**config.mk**
```make
export PLATFORM = sky130hd
export DESIGN_NAME = adder32_slice_sequencer_flat
export DESIGN_NICKNAME = d
export VERILOG_FILES = /design/src/rtl/adder32_slice_sequencer_if.sv /design/src/rtl/adder32_slice_sequencer.sv /design/src/flat_wrapper.sv
export SDC_FILE = /design/constraint.sdc
export NUM_CORES = 1
export LEC_CHECK = 0
export ABC_AREA = 1
export BUFFER_PORTS_ARGS = -buffer_cell sky130_fd_sc_hd__buf_2
export CORE_ASPECT_RATIO = 1.2
export CORE_UTILIZATION = 50
export CTS_BUF_LIST = sky130_fd_sc_hd__clkbuf_4 sky130_fd_sc_hd__clkbuf_8
export DETAILED_ROUTE_END_ITERATION = 10
export GPL_TIMING_DRIVEN = 0
export PLACE_DENSITY = 0.81
export SLEW_MARGIN = 40
export SYNTH_ARGS = -nofsm -noshare
export SYNTH_HDL_FRONTEND = slang
export SYNTH_SLANG_ARGS = --single-unit
```
**constraint.sdc**
```tcl
create_clock -name clk -period 8.67 [get_ports clk]
set_input_delay 0.4335 -clock clk [delete_from_list [all_inputs] [get_ports clk]]
set_output_delay 0.4335 -clock clk [all_outputs]
set_load 0.01 [all_outputs]
```
**src/rtl/adder32_slice_sequencer_if.sv**
```systemverilog
// rtl/adder32_slice_sequencer_if.sv - start/busy/done request interface for the slice-sequenced adder
interface adder32_slice_sequencer_if #(
  parameter int WIDTH = 32,
  parameter int SLICE = 4
);
  localparam int NUM_SLICES = WIDTH / SLICE;
  localparam int CNT_W      = $clog2(NUM_SLICES + 1);

  logic                  start;
  logic [WIDTH-1:0]      a;
  logic [WIDTH-1:0]      b;
  logic                  cin;
  logic [NUM_SLICES-1:0] approx_mask;
  logic                  busy;
  logic                  done;
  logic [WIDTH-1:0]      sum;
  logic                  cout;
  logic [CNT_W-1:0]      approx_cnt;

  modport master (
    output start, a, b, cin, approx_mask,
    input  busy, done, sum, cout, approx_cnt
  );

  modport slave (
    input  start, a, b, cin, approx_mask,
    output busy, done, sum, cout, approx_cnt
  );
endinterface

```
**src/rtl/adder32_slice_sequencer.sv**
```systemverilog
// rtl/adder32_slice_sequencer.sv - WIDTH-bit adder evaluated one SLICE-bit partition per cycle,
// each partition exact or BMF rank-1 approximate under a per-slice mask
module adder32_slice_sequencer #(
  parameter int WIDTH = 32,
  parameter int SLICE = 4
) (
  input  logic                       clk,
  input  logic                       rst_n,
  adder32_slice_sequencer_if.slave   bus
);
  localparam int NUM_SLICES = WIDTH / SLICE;
  localparam int IDX_W      = (NUM_SLICES > 1) ? $clog2(NUM_SLICES) : 1;
  localparam int CNT_W      = $clog2(NUM_SLICES + 1);

  typedef enum logic [1:0] {IDLE, RUN, DONE} state_t;

  state_t                state, state_next;
  logic [WIDTH-1:0]      a_q, b_q, sum_q;
  logic [NUM_SLICES-1:0] mask_q;
  logic [IDX_W-1:0]      idx;
  logic                  c, cout_q;
  logic [CNT_W-1:0]      cnt_q, start_cnt;

  logic                  accept, last, mode, c_out;
  logic [SLICE-1:0]      a_s, b_s, s;
  logic [SLICE:0]        exact;

  assign accept = bus.start && ((state == IDLE) || (state == DONE));
  assign last   = (idx == IDX_W'(NUM_SLICES - 1));

  always_comb begin
    start_cnt = '0;
    for (int i = 0; i < NUM_SLICES; i++) begin
      if (bus.approx_mask[i]) start_cnt = start_cnt + CNT_W'(1);
    end
  end

  // Single shared slice datapath, fed by a mux over the captured operands
  always_comb begin
    a_s  = '0;
    b_s  = '0;
    mode = 1'b0;
    for (int i = 0; i < NUM_SLICES; i++) begin
      if (idx == IDX_W'(i)) begin
        a_s  = a_q[i*SLICE +: SLICE];
        b_s  = b_q[i*SLICE +: SLICE];
        mode = mask_q[i];
      end
    end
  end

  assign exact = {1'b0, a_s} + {1'b0, b_s} + {{SLICE{1'b0}}, c};

  always_comb begin
    s     = exact[SLICE-1:0];
    c_out = exact[SLICE];
    if (mode) begin
      s            = '0;
      s[SLICE-1]   = a_s[SLICE-1] ^ b_s[SLICE-1] ^ c;
      c_out        = a_s[SLICE-1] & b_s[SLICE-1];
    end
  end

  always_ff @(posedge clk or negedge rst_n) begin
    if (!rst_n) state <= IDLE;
    else        state <= state_next;
  end

  always_comb begin
    state_next = state;
    case (state)
      IDLE:    if (accept) state_next = RUN;
      RUN:     if (last) state_next = DONE;
      DONE:    state_next = accept ? RUN : IDLE;
      default: state_next = IDLE;
    endcase
  end

  always_ff @(posedge clk or negedge rst_n) begin
    if (!rst_n) begin
      a_q    <= '0;
      b_q    <= '0;
      mask_q <= '0;
      sum_q  <= '0;
      idx    <= '0;
      c      <= 1'b0;
      cout_q <= 1'b0;
      cnt_q  <= '0;
    end else if (accept) begin
      a_q    <= bus.a;
      b_q    <= bus.b;
      mask_q <= bus.approx_mask;
      sum_q  <= '0;
      idx    <= '0;
      c      <= bus.cin;
      cout_q <= 1'b0;
      cnt_q  <= start_cnt;
    end else if (state == RUN) begin
      for (int i = 0; i < NUM_SLICES; i++) begin
        if (idx == IDX_W'(i)) sum_q[i*SLICE +: SLICE] <= s;
      end
      c   <= c_out;
      idx <= last ? '0 : idx + IDX_W'(1);
      if (last) cout_q <= c_out;
    end
  end

  assign bus.busy       = (state == RUN);
  assign bus.done       = (state == DONE);
  assign bus.sum        = sum_q;
  assign bus.cout       = cout_q;
  assign bus.approx_cnt = cnt_q;
endmodule

```
**src/flat_wrapper.sv**
```systemverilog
// flat-port wrapper written by rule: the top's interface ports become plain ports
module adder32_slice_sequencer_flat 
#(
  parameter int WIDTH = 32,
  parameter int SLICE = 4
)
  (clk, rst_n, bus_start, bus_a, bus_b, bus_cin, bus_approx_mask, bus_busy, bus_done, bus_sum, bus_cout, bus_approx_cnt);
  adder32_slice_sequencer_if #(.WIDTH(WIDTH), .SLICE(SLICE)) bus_i ();
  input  logic clk;
  input  logic rst_n;
  input wire logic [$bits(bus_i.start)-1:0] bus_start;
  input wire logic [$bits(bus_i.a)-1:0] bus_a;
  input wire logic [$bits(bus_i.b)-1:0] bus_b;
  input wire logic [$bits(bus_i.cin)-1:0] bus_cin;
  input wire logic [$bits(bus_i.approx_mask)-1:0] bus_approx_mask;
  output wire logic [$bits(bus_i.busy)-1:0] bus_busy;
  output wire logic [$bits(bus_i.done)-1:0] bus_done;
  output wire logic [$bits(bus_i.sum)-1:0] bus_sum;
  output wire logic [$bits(bus_i.cout)-1:0] bus_cout;
  output wire logic [$bits(bus_i.approx_cnt)-1:0] bus_approx_cnt;
  assign bus_i.start = bus_start;
  assign bus_i.a = bus_a;
  assign bus_i.b = bus_b;
  assign bus_i.cin = bus_cin;
  assign bus_i.approx_mask = bus_approx_mask;
  assign bus_busy = bus_i.busy;
  assign bus_done = bus_i.done;
  assign bus_sum = bus_i.sum;
  assign bus_cout = bus_i.cout;
  assign bus_approx_cnt = bus_i.approx_cnt;
  adder32_slice_sequencer #(.WIDTH(WIDTH), .SLICE(SLICE)) u_core (.clk(clk), .rst_n(rst_n), .bus(bus_i));
endmodule
```
# After elaboration in Yosys (flattened, before gate mapping)

Index checks and enable logic that the tools add are counted.

Register bits: 115
Bits of input ports: 76
Output and inout port bits: 39
Logic and storage cells: 118

Bitwise logic cells: 3
Eq/ne operators: 11
Add/subtract/negate cells: 10
Muxes and demuxes: 56
Reduce and logical (&&, ||, !) cells: 22

Operators by type and width:

| kind                | number |
|---|---|
| $mux 4              | 32 |
| $mux 32             | 2 |
| $add 4x1->4 const B | 6 |
| $reduce_and 2->1    | 9 |
| $reduce_bool 2->1   | 9 |
| $mux 1              | 16 |
| $eq 3x3->1 const B  | 4 |
| $mux 3              | 3 |
| $eq 3x2->1 const B  | 2 |
| $pmux 2 s3          | 1 |
| $add 4x4->5         | 1 |
| $add 5x1->5         | 1 |
| $mux 2              | 2 |
| $ne 2x1->1 const B  | 2 |
| $add 3x1->3 const B | 1 |
| $eq 3x1->1 const B  | 1 |
| $logic_not 3->1     | 1 |
| $add 1x1->2 const B | 1 |
| $eq 2x1->1 const B  | 1 |
| $eq 2x2->1 const B  | 1 |
| $logic_not 2->1     | 1 |
| $xor 1x1->1         | 2 |
| $and 1x1->1         | 1 |
| $logic_and 1x1->1   | 1 |
| $logic_or 1x1->1    | 1 |

# Logic depth before layout (Yosys ltp)

Depth in word-level cells: 15
Depth in mapped cells: 28
Gate-level depth less buffers: 28

# Worst setup path before layout

Ideal clock, no wire load.

Path type: input-to-reg
From: in bus_approx_mask[0]
To: reg u_core.cnt_q[2], in the netlist u_core.bus.approx_cnt[2]
Path buffers: 0
Setup time: 136 ps
Required time: 8,534 ps
Arrival time: 3,892 ps
Stages on the path: 25
Slack: 4,643 ps
Cells stage by stage: inv_1 -> ha_1 -> inv_1 -> nand2_1 -> nand2_1 -> inv_1 -> ha_1 -> nand2_1 -> nand2_1 -> ha_1 -> or2_2 -> nand2_1 -> inv_1 -> ha_1 -> or2_2 -> nand2_1 -> inv_1 -> ha_1 -> or2_2 -> nand2_1 -> inv_1 -> ha_1 -> nand2_1 -> xor2_1 -> o21ai_0

Word-level cells in the longest chain between the ends: 15

RTL lines:

| element              | RTL line                      | RTL |
|---|---|---|
| start, declared      | flat_wrapper.sv:15            | `input wire logic [$bits(bus_i.approx_mask)-1:0] bus_approx_mask;` |
| $mux 1 (*)           | adder32_slice_sequencer.sv:34 | `if (bus.approx_mask[i]) start_cnt = start_cnt + CNT_W'(1);` |
| $add 1x1->2          | adder32_slice_sequencer.sv:34 |  |
| $mux 4 (*)           | adder32_slice_sequencer.sv:34 |  |
| $add 4x1->4          | adder32_slice_sequencer.sv:34 |  |
| $mux 4 (*)           | adder32_slice_sequencer.sv:34 |  |
| $add 4x1->4          | adder32_slice_sequencer.sv:34 |  |
| $mux 4 (*)           | adder32_slice_sequencer.sv:34 |  |
| $add 4x1->4          | adder32_slice_sequencer.sv:34 |  |
| $mux 4 (*)           | adder32_slice_sequencer.sv:34 |  |
| $add 4x1->4          | adder32_slice_sequencer.sv:34 |  |
| $mux 4 (*)           | adder32_slice_sequencer.sv:34 |  |
| $add 4x1->4          | adder32_slice_sequencer.sv:34 |  |
| $mux 4 (*)           | adder32_slice_sequencer.sv:34 |  |
| $add 4x1->4          | adder32_slice_sequencer.sv:34 |  |
| $mux 4 (*)           | adder32_slice_sequencer.sv:34 |  |
| end signal, assigned | adder32_slice_sequencer.sv:97 | `cnt_q <= start_cnt;` |
| end, declared        | adder32_slice_sequencer.sv:22 | `logic [CNT_W-1:0] cnt_q, start_cnt;` |

Mark *: on every way between the ends. The rest lies on a longest branch, timed or not.
A chain may end at the register's enable or synchronous reset.

# Final worst setup path

Ends and elaborated chain as after synthesis.

==> results by group <==
Synthesis
  – Register bit total from synthesis: 115
  – Mux contribution to synthesized area: 0
  – Cell taking the most area after synthesis: dfrtp_1
  – Post-Synth Simple-Gate Area: 0.306
  – Yosys warning count: 0
  – Synth Flop Type: dfrtp_1
  – Largest family of logic cells by synthesized area: simple AND/OR/NAND/NOR gates
  – Adder-Cell Fraction of Synth Area: 0.0419
  – Ys async rst share: 1.00
  – Mean area per synthesized cell: 7.71 sq um
  – EDFF count, synth: 0
  – Synth Area in Compound Gates: 0.0916
  – Yosys cell types: 33
  – Synth Area in XOR/XNOR: 0.00611
  – Top cells by area, synth: dfrtp_1 (50%), nand2_1 (22%), ha_1 (3.5%)
  – Sequential-to-total area share from yosys stat: 0.502
  – Yosys top cell area share: 0.502
  – Synth Instances: 744
  – Syn nets: 838
  – Mapped cell area: 5740 sq um

Cells and area
  – Post-route cell area: 6990 sq um
  – Fin util: 0.630
  – Final Instance Count excl. Fillers: 1046
  – # nets final: 973
  – Most frequent cells in the layout: nand2_1 (342), buf_2 (116), dfrtp_1 (115)
  – Area growth, synth to finish: 21.8%
  – Diode count: 0
  – Share of layout cells above drive strength 1: 0.193
  – Commonest non-fill, non-tap cell in the layout: nand2_1

Power
  – Cell Int Power: 1.61 mW
  – NetSw: 1.26 mW
  – Pwr Total: 2.87 mW
  – Combinational power share: 0.489
  – Switching Fraction: 0.440
  – Static Leakage: 3.87 nW
  – Seq pwr share: 0.319
  – Clock power frac: 0.193
  – PwrDens: 411 nW/um^2
  – Max IR drop VDD: 0.317 mV

Global route
  – Overflow after GRT: 0
  – First-pass GRT wire length: 23700 um
  – Maximum number of pins on one net before global-route repair: 73
  – Total Routing Usage GR: 0.259
  – Vias in the first global route: 5087
  – Initial antenna violation count: 0

Routing
  – DR iter-0 viols: 360
  – DR DRC count: 0
  – Drt total wl: 14200 um
  – Via count: 5303
  – TritonRoute pass-1 iters: 7
  – Routed vias/inst: 5.07
  – Antenna viol nets, final: 0
  – WL per Instance: 13.6 um

Critical path
  – WP buf/inv: 7
  – CP max stage delay: 0.32 ns
  – Crit path arrival time: 4.26 ns
  – Critical path type: in2reg
  – Critical Path Source Type: input port
  – CP Capture Type: register
  – CP most frequent cell: nand2_1
  – Critical path fanouts, max: 3
  – Worst path slowest cell: ha_1
  – Crit path max-delay family: adder cells
  – Req. time, crit path: 8.98 ns

Die
  – # IOs: 115
  – Initial core utilization: 0.517
  – Core area: 11100 sq um
  – Die X-Extent: 99.8 um
  – Die Ht: 119 um
  – Row count: 42
  – Die ar.: 11900 sq um

Timing
  – Skew final: 0.0122 ns
  – Final Hold Fails: 0
  – Fin. max-slew vios: 0
  – RSZ-0062 raised after global routing: false
  – # setup viols final: 0
  – Worst-Margin Slew: 0.627 ns
  – Final TNS setup: 0 ns
  – Tmin final: 3.95 ns
  – Fin crit share: 0.456
  – FMAX: 253 MHz
  – Slew headroom: 0.582

Outcome
  – Status: finished, final reports clean

Clock network
  – Clk buf depth: 2
  – Clk sinks: 115
  – Post-CTS setup buffer count: 0
  – Root Driver: clkbuf_8
  – CTS HTree Levels: 4
  – Clock-pin slew on the worst setup and hold paths: 0.07 ns
  – CTS Buf Count: 17
  – TritonCTS clock tree: done
  – Clock latency on the worst-skew pair: 0.44 ns

Placed design
  – Port bufs: 114
  – GP Congestion: 0.866
  – DP Area: 6540 sq um
  – Post-DP HPWL: 10300 um
  – Placed cell count: 1013

Hold path
  – Worst Hold Class: in2reg

Job
  – Max cap viols: 0
## metal layers
metal	track usage	part of all wire	wire (um)
met1	0.318	0.43	6120
met5	0	0	0
met4	0.137	0.035	498
met3	0.0458	0.046	647
met2	0.432	0.49	6950
## sequential cells by signal, indices dropped and copies added (netlist names)
name and flops:
u_core.a_q 32, u_core.bus.sum 32, u_core.idx 3, u_core.c 1, u_core.bus.cout 1, u_core.bus.approx_cnt 4, u_core.state 2, u_core.mask_q 8
u_core.b_q 32
## final timing paths
| path | endpoint | cells after the start | slack [ns] | start |
|---|---|---|---|---|
| min | u_core.b_q[26] | 3 | 0.19 | bus_b[26] |
| max reg2reg | u_core.bus.cout | 18 | 4.73 | u_core.idx[0] |
| max | u_core.bus.approx_cnt[2] | 26 | 4.72 | bus_approx_mask[0] |
| max in group asynchronous | u_core.b_q[24] | 3 | 7.54 | rst_n |
| min reg2reg | u_core.bus.approx_cnt[3] | 2 | 0.48 | u_core.bus.approx_cnt[3] |
| min in group asynchronous | u_core.bus.sum[5] | 2 | 0.46 | rst_n |
## synth_stat cells (3+ instances only)
cell / instances
a21oi_1: 11
a31oi_1: 8
buf_2: 3
clkbuf_1: 19
dfrtp_1: 115
ha_1: 16
inv_1: 51
nand2_1: 342
nand2_2: 7
nand3_1: 36
nor2_1: 30
nor2_2: 3
o211ai_1: 3
o21ai_0: 36
o21ai_1: 32
o22ai_1: 4
or2_2: 4
xnor2_1: 3
## cell families after synthesis
family,Yosys count
flops,115
compound gates,98
buf+inv,79
xor+xnor,4
simple gates,430
fa+ha+maj,18
## power by group through the flow
stage / sequential (mW) / combinational (mW) / clock [mW]
floorplan: 0.923 / 0.981 / 0
global placement: 0.913 / 1.36 / 0
detailed placement: 0.915 / 1.40 / 0
CTS: 0.911 / 1.41 / 0.559
global route: 0.938 / 1.59 / 0.583
finish: 0.915 / 1.40 / 0.554
## cell type report
type                            count  area (sq um)
Fill cell                         960          4100
Sequential cell                   115          2880
Multi-Input combinational cell    550          2550
Timing Repair Buffer              116           618
Clock buffer                       22           284
Inverter                           54           203
Tap cell                          154           193
Clock inverter                     10           155
Buffer                             25           101
## timing repair
item	4_1_cts	5_1_grt
hold buffers	1	0
resized for setup	0	0
hold endpoints to repair	43	0
## worst register-to-register path, stage by stage (launching register included)
cell and delay [ns]:
dfrtp_1 0.41, ha_1 0.23, ha_1 0.18, clkbuf_1 0.25, inv_1 0.33, o21ai_0 0.15
a31oi_1 0.23, a21oi_1 0.09, o21ai_0 0.24, o21ai_0 0.18, nand3_1 0.11, nand2_1 0.08
fa_1 0.40, fa_1 0.41, nor2_1 0.11, o21ai_0 0.09, o21bai_1 0.19, nand3_1 0.11
nand2_1 0.09
## per-stage QoR
| step | setup slack [ns] | hold slack (ns) |
|---|---|---|
| 3_5_place_dp | 4.26 | 0.342 |
| 2_1_floorplan | 4.64 | 0.138 |
| 4_1_cts | 4.70 | 0.176 |
| 5_1_grt | 4.38 | 0.182 |
| 6_report | 4.72 | 0.189 |
| 3_3_place_gp | 4.35 | 0.459 |
Note: power is estimated with default switching activity, not from simulation.
